### src/rtl/pulse_ack_responder.sv
// Four-phase request/acknowledge responder.
// The remote initiator raises req_in; after synchronization the block emits a
// one-cycle req_pulse to local logic, waits for a done strobe (or a bounded
// timeout), raises ack_out and holds it until the request level drops.
module pulse_ack_responder #(
    parameter int SYNC_STEP   = 2,
    parameter int TIMEOUT_CYC = 255
) (
    input  logic       clk,
    input  logic       rst,
    input  logic       req_in,
    input  logic       done,
    input  logic       clr_err,
    output logic       ack_out,
    output logic       req_pulse,
    output logic       busy,
    output logic       timeout_err,
    output logic [7:0] txn_cnt
);

    // Last timer value of WAIT_DONE before the timeout fires.
    localparam logic [15:0] TIMER_LAST = 16'(TIMEOUT_CYC - 1);

    typedef enum logic [1:0] {
        IDLE      = 2'd0,
        WAIT_DONE = 2'd1,
        ACK_HI    = 2'd2
    } state_t;

    state_t      state_reg;
    logic [15:0] timer_reg;
    logic        req_pulse_reg;
    logic        ack_reg;
    logic        busy_reg;
    logic        err_reg;
    logic [7:0]  txn_reg;

    logic [SYNC_STEP-1:0] sync_reg;
    logic                 req_s;

    // Synchronizer chain for the asynchronous request level, one flop per stage.
    genvar gi;
    generate
        for (gi = 0; gi < SYNC_STEP; gi++) begin : g_sync
            if (gi == 0) begin : g_first
                // First stage samples the raw asynchronous input.
                always_ff @(posedge clk) begin
                    if (rst) begin
                        sync_reg[0] <= 1'b0;
                    end else begin
                        sync_reg[0] <= req_in;
                    end
                end
            end else begin : g_next
                // Later stages shift the sample along the chain.
                always_ff @(posedge clk) begin
                    if (rst) begin
                        sync_reg[gi] <= 1'b0;
                    end else begin
                        sync_reg[gi] <= sync_reg[gi-1];
                    end
                end
            end
        end
    endgenerate

    assign req_s = sync_reg[SYNC_STEP-1];

    // Handshake FSM with all outputs registered alongside the state.
    always_ff @(posedge clk) begin
        if (rst) begin
            state_reg     <= IDLE;
            timer_reg     <= 16'd0;
            req_pulse_reg <= 1'b0;
            ack_reg       <= 1'b0;
            busy_reg      <= 1'b0;
            err_reg       <= 1'b0;
            txn_reg       <= 8'd0;
        end else begin
            // The strobe lasts one cycle unless IDLE re-arms it below.
            req_pulse_reg <= 1'b0;

            // Clear first so that a timeout in the same cycle overrides it.
            if (clr_err) begin
                err_reg <= 1'b0;
            end

            case (state_reg)
                IDLE: begin
                    if (req_s) begin
                        state_reg     <= WAIT_DONE;
                        req_pulse_reg <= 1'b1;
                        busy_reg      <= 1'b1;
                        timer_reg     <= 16'd0;
                    end
                end

                WAIT_DONE: begin
                    // done has priority over a coincident timeout. A dropped
                    // request level is deliberately ignored here; ACK_HI will
                    // then see req_s low and release after a single cycle.
                    if (done) begin
                        state_reg <= ACK_HI;
                        ack_reg   <= 1'b1;
                        txn_reg   <= txn_reg + 8'd1;
                    end else if (timer_reg == TIMER_LAST) begin
                        state_reg <= ACK_HI;
                        ack_reg   <= 1'b1;
                        err_reg   <= 1'b1;
                    end else begin
                        timer_reg <= timer_reg + 16'd1;
                    end
                end

                ACK_HI: begin
                    if (!req_s) begin
                        state_reg <= IDLE;
                        ack_reg   <= 1'b0;
                        busy_reg  <= 1'b0;
                    end
                end

                default: begin
                    state_reg <= IDLE;
                    ack_reg   <= 1'b0;
                    busy_reg  <= 1'b0;
                end
            endcase
        end
    end

    assign ack_out     = ack_reg;
    assign req_pulse   = req_pulse_reg;
    assign busy        = busy_reg;
    assign timeout_err = err_reg;
    assign txn_cnt     = txn_reg;

endmodule

### config.mk
export PLATFORM = sky130hd
export DESIGN_NAME = pulse_ack_responder
export DESIGN_NICKNAME = d
export VERILOG_FILES = /design/src/rtl/pulse_ack_responder.sv
export SDC_FILE = /design/constraint.sdc
export NUM_CORES = 1
export LEC_CHECK = 0
export ABC_CLOCK_PERIOD_IN_PS = 2800
export CAP_MARGIN = 0
export CORE_ASPECT_RATIO = 0.75
export CORE_UTILIZATION = 59
export DETAILED_ROUTE_END_ITERATION = 6
export PLACE_DENSITY = 0.83
export SLEW_MARGIN = 20
export SYNTH_ARGS = -nofsm -noshare
export SYNTH_HDL_FRONTEND = slang
export SYNTH_SLANG_ARGS = --single-unit
### constraint.sdc
create_clock -name clk -period 2.8 [get_ports clk]
set_clock_uncertainty 0.1 [all_clocks]
set_input_delay 0.56 -clock clk [delete_from_list [all_inputs] [get_ports clk]]
set_output_delay 0.56 -clock clk [all_outputs]
set_load 0.01 [all_outputs]
[Word level (Yosys, flattened, before mapping)]
Cells that the tools add are included.
Word-level totals
  register bits after elaboration: 32
  output and inout port bits: 12
Cells by class
  add/sub/neg operators: 2
  eq/ne operators: 8
  muxes and demuxes: 20
  bitwise gates (word level): 2
  reduce and logical (&&, ||, !) cells: 8
Operator list (count)
  2-to-1 mux 16 bit: 3
  one-hot mux 16 bit (2 select lines): 1
  adder 16 x 1 -> 16 bit, second input constant: 1
  == test 16 x 8 -> 1 bit, second input constant: 1
  2-to-1 mux 1 bit: 9
  AND reduction 3 bit: 3
  adder 8 x 1 -> 8 bit, second input constant: 1
  2-to-1 mux 2 bit: 4
  inequality test 2 bit, second input constant: 4
  one-hot mux 1 bit (3 select lines): 2
  one-hot mux 2 bit (3 select lines): 1
  AND reduction 4 bit: 1
  inequality test 3 bit, second input constant: 1
  == test 2 x 1 -> 1 bit, second input constant: 1
  == test 2 bit, second input constant: 1
  logical NOT 2 bit: 1
  inverter 1 bit: 2
  AND reduction 2 bit: 1
  nonzero test 2 bit: 1
  OR reduction 2 bit: 1

[Logic depth before layout (Yosys ltp)]
Gate-level depths: netlist of the first run.
  depth after elaboration: 4
  mapped depth: 7
  depth with buffers taken out: 7

[Least setup slack after synthesis of the first run]
No wires, ideal clock.
  kind: input to register
  start: input done
  end: register timer_reg[14]
  stages: 5
  path buffers: 0
  arrival: 1530 ps
  slack: 1035 ps
  cell sequence: nand2b_1 -> a2111o_1 -> nor3_1 -> xnor2_1 -> nor2_1
Between the ends
  word-level cells in the longest chain between the ends: 2
Ends and longest elaborated chain
  start, declared: line 12  | input logic done,
  inequality test 2 bit (no source line)
  AND reduction 4 bit (no source line)
  end signal, assigned: line 111  | timer_reg <= timer_reg + 16'd1;
  end, declared: line 31  | logic [15:0] timer_reg;
Every way passes these cells.
A chain may end at the register's enable or synchronous reset.

[Final worst setup path of the first run]
Same ends and word-level chain as after synthesis.

==> impl_metrics.toml, run 1 <==
[critical_path]
critPathBufInv = 1
cpLargestDelayFamily = "simple AND/OR/NAND/NOR gates"
crit_required_ns = 2.89
cp_slowest_stage_delay_ns = 0.51
crit_path_start_kind = "primary input"
path_max_fanout = 7
cp-end-kind = "flip-flop"
crit_type = "in2reg"
crit_slowest_cell = "clkdlybuf4s50_1"
worstPathArrival_ns = 2.23
crit_chain = "clkdlybuf4s50_1 -> nand2b_1 -> a2111o_1 -> nor3_1 -> xnor2_1 -> nor2_1"

[global_route]
grt_pass1_wl_um = 5550
grt_overflow_total = 0
grt_max_degree = 27
grtUsageTotal = 0.281
grt_pass1_vias = 1216
grt_antenna_before_repair = 0

[die]
boundaryPins = 17
dieArea_mm2 = 0.00281
initial_core_util = 0.644
dieWidth_um = 60.9
rows = 15
core_mm2 = 0.00238
die_h_um = 46.2

[final_layout]
nets = 200
seqCellArea_um2 = 641
antenna_cells = 0
largest_reg_flops = 16
multi_input_area_um2 = 837
drive_above_1_share = 0.0881
layout.cells.non_filler = 227
finish.instance_area_mm2 = 0.00176
fillCellCount = 194
syn_to_final_growth_pct = 14.8

[routing]
drt_iter0_markers = 135
firstDrtPassIters = 4
drcViolationCount = 0
wl_met2_um = 1560
wire_per_inst_um = 15.3
route.vias.total = 1396
viasPerCell = 6.15
met1_length_um = 1570
drt-total-wl_um = 3480
antenna_left = 0
wl_met3_um = 298
top_layer = "met4"

[sta]
post-route-period-util = 0.761
setup_viol = 0
hold_viol_final = 0
worstMarginPinSlew_ns = 0.705
max-slew-margin-rel = 0.529
tns_ns = 0
hold_ws_ns = 0.358
fin_crit_ns = 2.13
slew_viol_final = 0
max_freq_ghz = 0.469
grt_setup_unrepaired = "no"

[cts]
htree_levels = 2
cts_tree = "yes"
cts_root_buf = "clkbuf_4"
holdBufCountCts = 0
ctsLongestPathBuffers = 2
cts_buffers = 5
ctsResizeCount = 0
post-cts-setup-buffers = 0
clkTransAtPathRegs_ns = 0.09
cts_sinks = 32
clock_latency_ns = 0.33

[power]
peakVddDrop_mv = 0.310
leakagePower_nw = 0.612
finalPower_w = 0.000783
powerDensity_mw_per_mm2 = 444

[job]
maxCapViolCount = 0

[placed_design]
dpl.hpwl_um = 2530
post-place-cells = 219
dpl-instance-area_mm2 = 0.00170
portBuffers = 16
gp_congestion = 0.833

[synth]
ys_seq_elements = 32
syn_area_mm2 = 0.00154
avgSynthCellArea_um2 = 8.72
syn_inst = 176
synth_nets = 184
ys_seq_area_frac = 0.417
synth_warnings = 0
ys_types = 42

[status]
status = "finished clean"

[hold_path]
min_path_type = "reg2reg"
## path summary, 6_finish.rpt
path	from	end	slack (ns)	cells after the start
setup reg to reg	timer_reg[0]	timer_reg[8]	0.79	7
setup / recovery	done	timer_reg[14]	0.67	6
hold / removal	sync_reg[0]	req_s	0.36	1
hold reg to reg	sync_reg[0]	req_s	0.36	1
## final cells by class
cell class,count,area share
Inverter,2,0.00426
Sequential cell,32,0.364
Tap cell,34,0.0241
Clock buffer,8,0.0334
Timing Repair Buffer,18,0.0994
Multi-Input combinational cell,133,0.475
## cells by family (layout without fill, tap and decap cells)
kind of cell / Yosys count / after routing / synth area share
buffers and inverters: 11 / 28 / 0.0375
AND/OR/NAND/NOR: 89 / 89 / 0.328
flip-flops: 32 / 32 / 0.417
adder cells (fa/ha/maj): 3 / 3 / 0.0245
multiplexers: 1 / 1 / 0.00652
AO/OA/AOI/OAI: 28 / 28 / 0.117
XOR/XNOR: 12 / 12 / 0.0685
## metal layers
metal / global-route usage / up-vias
li1: - / 668
met1: 0.395 / 658
met2: 0.411 / 65
met3: 0.0843 / 5
met4: 0.0955 / 0
met5: 0 / -
## cells in the mapped netlist
| cell type | instances | share of area |
|---|---|---|
| inv_1 | 2 | 0.0049 |
| and2_1 | 1 | 0.0041 |
| nor4b_2 | 2 | 0.020 |
| mux2i_1 | 1 | 0.0065 |
| xnor2_1 | 5 | 0.029 |
| nor4_1 | 1 | 0.0041 |
| or3_1 | 1 | 0.0041 |
| a21oi_2 | 1 | 0.0057 |
| nor4b_1 | 1 | 0.0057 |
| nor2b_1 | 5 | 0.020 |
| nand3_1 | 13 | 0.042 |
| nand4_2 | 1 | 0.0081 |
| and4bb_1 | 1 | 0.0081 |
| o21ai_1 | 4 | 0.013 |
| o41ai_1 | 1 | 0.0057 |
| a311oi_1 | 1 | 0.0057 |
| buf_6 | 2 | 0.015 |
| nand2b_1 | 3 | 0.012 |
| nor2_1 | 19 | 0.046 |
| or4_1 | 1 | 0.0049 |
| clkbuf_1 | 6 | 0.015 |
| and3_2 | 2 | 0.0098 |
| nand3b_1 | 4 | 0.020 |
| xor2_1 | 7 | 0.040 |
| and4_2 | 1 | 0.0065 |
| a2111o_1 | 1 | 0.0073 |
| buf_2 | 1 | 0.0033 |
| a21oi_1 | 10 | 0.033 |
| o21bai_1 | 1 | 0.0049 |
| and4_4 | 1 | 0.0073 |
| nor3_1 | 5 | 0.016 |
| o21ai_2 | 1 | 0.0057 |
| and3_1 | 3 | 0.012 |
| nand4b_1 | 2 | 0.011 |
| dfxtp_1 | 32 | 0.42 |
| nand2_1 | 15 | 0.037 |
| a31oi_1 | 3 | 0.012 |
| a211oi_1 | 3 | 0.015 |
| o211ai_1 | 1 | 0.0049 |
| nand4_1 | 7 | 0.029 |
| a21boi_1 | 1 | 0.0049 |
| ha_1 | 3 | 0.024 |
## where the power goes
part           internal (W)  leakage [nW]  switching, W  total (W)
clock              0.000124        0.0326      0.000147   0.000271
combinational     0.0000195         0.321     0.0000276  0.0000471
sequential         0.000460         0.259    0.00000460   0.000465
## worst register-to-register path, delay by kind of cell, from the launching register on
family                     cells  cell delay, ns
AOI/OAI and AO/OA              1            0.05
adders and majority gates      1            0.18
buffers and inverters          1            0.10
DFF                            1            0.35
and+or+nand+nor                4            1.10
## placed cells by master (no fill, tap or decap), types with 4 or more instances in the layout
cell type,instances
nor2_1,19
o21ai_1,4
a21oi_1,10
xnor2_1,5
dfxtp_1,32
clkbuf_4,5
nand3b_1,4
nor3_1,5
nand2_1,15
clkdlybuf4s50_1,16
nand4_1,7
nand3_1,13
xor2_1,7
nor2b_1,5
## through the flow
| stage | setup WS (ns) | util |
|---|---|---|
| 6_report | 0.668 | 0.739 |
| 5_1_grt | 0.596 | 0.739 |
| 3_5_place_dp | 0.347 | 0.714 |
| 3_3_place_gp | 0.423 | 0.714 |
| 4_1_cts | 0.702 | 0.739 |
| 2_1_floorplan | 1.03 | - |
Note: power is estimated with default switching activity, not from simulation.
==> run 2, diff against run 1 <==
ABC_CLOCK_PERIOD_IN_PS = 2100   (was 2800)
CORE_UTILIZATION = 55   (was 59)
PLACE_DENSITY = 0.78   (was 0.83)
clock period = 2.1 ns   (was 2.8 ns; I/O delays follow)
==> run 2 against run 1 <==
  * Sequential share of layout area decreased by 1.4 points
  * Utilization fell by 4.0 points
  * Die area rose by 7.0%
  * Design area is 4.0% higher
  * Flip-flop and latch count is the same
  * Register-to-register slack worse by 0.63 ns
  * First-iteration DRC count fell by 36%
  * Largest cell class unchanged
  * Routed wire length shrank 3.7%
  * Worst hold slack worse by 0.013 ns
  * Combinational power up 51%
  * Via count shrank 3.7%
  * Sequential power rose by 33%
==> impl_metrics.toml, run 2 (synthesis results as in run 1) <==
[status]
status = "finished clean"

[power]
p_seq_frac = 0.529
switching_power_w = 0.000259
switching_share = 0.221
combinationalPowerShare = 0.061
peakVddDrop_mv = 0.390
leakagePower_nw = 0.651
p_clk_frac = 0.411
powerDensity_mw_per_mm2 = 639
p_int_w = 0.000912

[die]
initial_core_util = 0.585
rows = 16
dieWidth_um = 63.0
dieArea_mm2 = 0.00301
boundaryPins = 17
die_h_um = 47.8
core_mm2 = 0.00262

[sta]
worstMarginPinSlew_ns = 0.460
max_freq_ghz = 0.516
max-slew-margin-rel = 0.693
fin_crit_ns = 1.94
tns_ns = 0
hold_viol_final = 0
finalWorstSetupSlack_ns = 0.163
setup_viol = 0
post-route-period-util = 0.922
hold_ws_ns = 0.346
slew_viol_final = 0
grt_setup_unrepaired = "no"

[cts]
ctsLongestPathBuffers = 2
post-cts-setup-buffers = 0
htree_levels = 2
cts_buffers = 5
cts_root_buf = "clkbuf_8"
holdBufCountCts = 0
clock_latency_ns = 0.29
cts_tree = "yes"
clkTransAtPathRegs_ns = 0.06
cts_sinks = 32
ctsResizeCount = 0

[routing]
antenna_left = 0
viasPerCell = 5.75
wire_per_inst_um = 14.3
route.vias.total = 1345
drcViolationCount = 0
firstDrtPassIters = 4
drt_iter0_markers = 87
drt-total-wl_um = 3350

[critical_path]
crit_required_ns = 2.19
critPathBufInv = 1
r2r_setup_slack_ns = 0.16
cp-end-kind = "flip-flop"
cp_slowest_stage_delay_ns = 0.36
cpLargestDelayFamily = "simple AND/OR/NAND/NOR gates"
worstPathArrival_ns = 2.02
crit_chain = "inv_1 -> ha_1 -> nor4b_2 -> nand4_2 -> nor2_1 -> or3_1 -> a21oi_1"
crit_type = "reg2reg"
crit_path_start_kind = "flip-flop"
path_max_fanout = 9
crit_slowest_cell = "nor2_1"

[final_layout]
layout_commonest_cell = "dfxtp_1"
final_cell_mix = "32 x dfxtp_1, 19 x nor2_1, 16 x clkdlybuf4s50_1"
drive_above_1_share = 0.111
nets = 205
antenna_cells = 0
layout.cells.non_filler = 234
syn_to_final_growth_pct = 19.4
largest_reg_flops = 16

[placed_design]
pre_cts_ws_ns = -0.0148
dpl.hpwl_um = 2410
post-place-cells = 226
portBuffers = 16
gp_congestion = 0.881

[global_route]
grt_antenna_before_repair = 0
grt_pass1_wl_um = 5100
grt_pass1_vias = 1102
grtUsageTotal = 0.234
grt_max_degree = 27
grt_overflow_total = 0

[job]
maxCapViolCount = 0

[hold_path]
min_path_type = "reg2reg"
[run 2: changes by cell type in the layout (fill, tap and decap cells not counted), sizes merged]
cell | before | now
buf | 2 | 7
[run 2: worst register-to-register path: cells and delay by family, from the launching register on]
| kind | cells | cell delay (ns) |
|---|---|---|
| AO/OA/AOI/OAI | 1 | 0.06 |
| adder cells (fa/ha/maj) | 1 | 0.16 |
| buffers and inverters | 1 | 0.10 |
| flip-flops | 1 | 0.33 |
| AND/OR/NAND/NOR | 4 | 1.10 |
[run 2: through the flow]
step	utilization	cell area, µm²	total power, W
after floorplan	-	1540	0.000672
after global placement	0.665	1740	0.000701
after detailed placement	0.665	1740	0.000703
after CTS	0.699	1830	0.00118
after global routing	0.699	1830	0.00120
final	0.699	1830	0.00117
[run 2: layer usage]
metal,wire [µm],vias up,GRT usage
li1,-,677,-
met3,181,7,0.0643
met5,0,-,0
met2,1460,35,0.351
met4,51,0,0.121
met1,1660,626,0.316
[run 2: final timing paths]
kind | start | end | cells after the start
max reg2reg | timer_reg[0] | timer_reg[8] | 7
min reg2reg | sync_reg[0] | req_s | 1
max | timer_reg[0] | timer_reg[8] | 7
min | sync_reg[0] | req_s | 1
[run 2: cell type report]
| cell class | count | area, µm² |
|---|---|---|
| clock buffers | 8 | 90.1 |
| fillers | 221 | 790 |
| inverters | 2 | 7.51 |
| multi-input cells | 133 | 837 |
| flip-flops and latches | 32 | 641 |
| well taps | 36 | 45.0 |
| repair buffers | 23 | 213 |
[run 2: power groups by stage]
stage | clock network [W] | logic, W | registers, W
final | 0.000481 | 0.0000711 | 0.000619
after CTS | 0.000490 | 0.0000704 | 0.000619
after detailed placement | 0 | 0.0000700 | 0.000633
after floorplan | 0 | 0.0000386 | 0.000633
after global placement | 0 | 0.0000686 | 0.000633
after global routing | 0.000507 | 0.0000772 | 0.000620
==> run 3, diff against run 2 <==
CORE_UTILIZATION = 57   (was 55)
CTS_BUF_LIST = sky130_fd_sc_hd__clkbuf_4   (was default)
PLACE_DENSITY = 0.81   (was 0.78)
==> run 3 against run 2 <==
  * Routed wire length increased by 6.6%
  * Setup slack improved by 0.013 ns
  * Die area fell by 3.4%
  * Clock-buffer cell count is 1 lower
  * Non-clock buffer count increased by 4
  * Critical path type unchanged
  * Highest routed layer unchanged
  * Total power shrank 12%
  * Register-to-register slack hardly changed
  * Worst hold slack better by 0.015 ns
  * Maximum frequency up 0.69%
==> impl_metrics.toml, run 3 (synthesis results as in run 1) <==
[power]
peakVddDrop_mv = 0.460
finalPower_w = 0.00104
powerDensity_mw_per_mm2 = 565
leakagePower_nw = 0.659

[routing]
drcViolationCount = 0
firstDrtPassIters = 4
route.vias.total = 1423
drt-total-wl_um = 3570
drt_iter0_markers = 148
wire_per_inst_um = 15.1
antenna_left = 0
viasPerCell = 6.03

[die]
boundaryPins = 17
dieArea_mm2 = 0.00291
initial_core_util = 0.634
die_h_um = 46.9
core_mm2 = 0.00242
rows = 15
dieWidth_um = 61.9

[sta]
slew_viol_final = 0
max_freq_ghz = 0.520
setup_viol = 0
finalWorstSetupSlack_ns = 0.176
hold_ws_ns = 0.360
fin_crit_ns = 1.92
grt_setup_unrepaired = "no"
worstMarginPinSlew_ns = 0.409
max-slew-margin-rel = 0.727
hold_viol_final = 0
post-route-period-util = 0.916

[final_layout]
antenna_cells = 0
layout_commonest_cell = "dfxtp_1"
largest_reg_flops = 16
drive_above_1_share = 0.134
syn_to_final_growth_pct = 19.5
nets = 209
final_cell_mix = "32 x dfxtp_1, 19 x nor2_1, 16 x clkdlybuf4s50_1"

[cts]
clock_latency_ns = 0.32
holdBufCountCts = 0
ctsLongestPathBuffers = 2
htree_levels = 2
cts_tree = "yes"
cts_buffers = 5
cts_root_buf = "clkbuf_4"
cts_sinks = 32
clkTransAtPathRegs_ns = 0.09

[global_route]
grtUsageTotal = 0.272
grt_overflow_total = 0
grt_antenna_before_repair = 0
grt_max_degree = 27
grt_pass1_vias = 1171
grt_pass1_wl_um = 5490

[job]
maxCapViolCount = 0

[critical_path]
crit_required_ns = 2.25
path_max_fanout = 7
crit_type = "reg2reg"
crit_path_start_kind = "flip-flop"
worstPathArrival_ns = 2.07
cp-end-kind = "flip-flop"

[placed_design]
pre_cts_ws_ns = -0.0560
gp_congestion = 0.946
dpl.hpwl_um = 2630
portBuffers = 16

[hold_path]
min_path_type = "reg2reg"

[status]
status = "finished clean"
==> run 3: changes by cell type in the layout (fill, tap and decap cells not counted), moves of 2 or more <==
cell,change
clkbuf_8,-6
buf_4,+4
clkbuf_4,+7
clkbuf_1,-2
==> run 3: path summary, 6_finish.rpt <==
check	start	endpoint	slack [ns]	depth (start not counted)
setup / recovery	timer_reg[1]	timer_reg[2]	0.18	7
hold / removal	ack_out	ack_out	0.36	2
hold reg to reg	ack_out	ack_out	0.36	2
setup reg to reg	timer_reg[1]	timer_reg[2]	0.18	7
==> run 3: final cells by class <==
class | instances | area [µm²]
Clock buffer | 7 | 52.6
Clock inverter | 1 | 3.75
Fill cell | 188 | 587
Inverter | 2 | 7.51
Multi-Input combinational cell | 133 | 845
Sequential cell | 32 | 641
Tap cell | 34 | 42.5
Timing Repair Buffer | 27 | 243
==> run 3: worst max-delay path: stages, from the launching register on <==
cell and delay, ns:
dfxtp_1 0.43, ha_1 0.17, nor4b_2 0.32, nand4_2 0.31, buf_4 0.24, nand3_1 0.08, nand3_1 0.07, a21oi_1 0.14
==> run 3: metrics by stage <==
stage | instances | setup TNS (ns) | area, µm² | utilization
floorplan | 176 | 0 | 1540 | -
global placement | 228 | -0.0153 | 1770 | 0.731
detailed placement | 228 | -0.104 | 1770 | 0.731
CTS | 236 | 0 | 1830 | 0.755
global route | 236 | 0 | 1830 | 0.758
finish | 236 | 0 | 1830 | 0.758
==> run 3: where the power goes <==
group	switching [W]	leakage (nW)	total, W	internal (W)
clock network	0.000188	0.0338	0.000342	0.000154
logic	0.0000405	0.367	0.0000752	0.0000347
registers	0.00000600	0.259	0.000620	0.000614
total	0.000234	0.659	0.00104	0.000803
==> run 3: what timing repair did <==
action,4_1_cts,5_1_grt
resized for setup,0,1
setup endpoints to repair,0,3
buffers inserted,0,0
==> run 3: metal layers <==
metal	track usage	part of all wire	vias to the layer above
met2	0.398	0.45	73
met4	0.0844	0.0064	0
met5	0	0	-
li1	-	-	682
met3	0.0964	0.084	4
met1	0.378	0.46	664
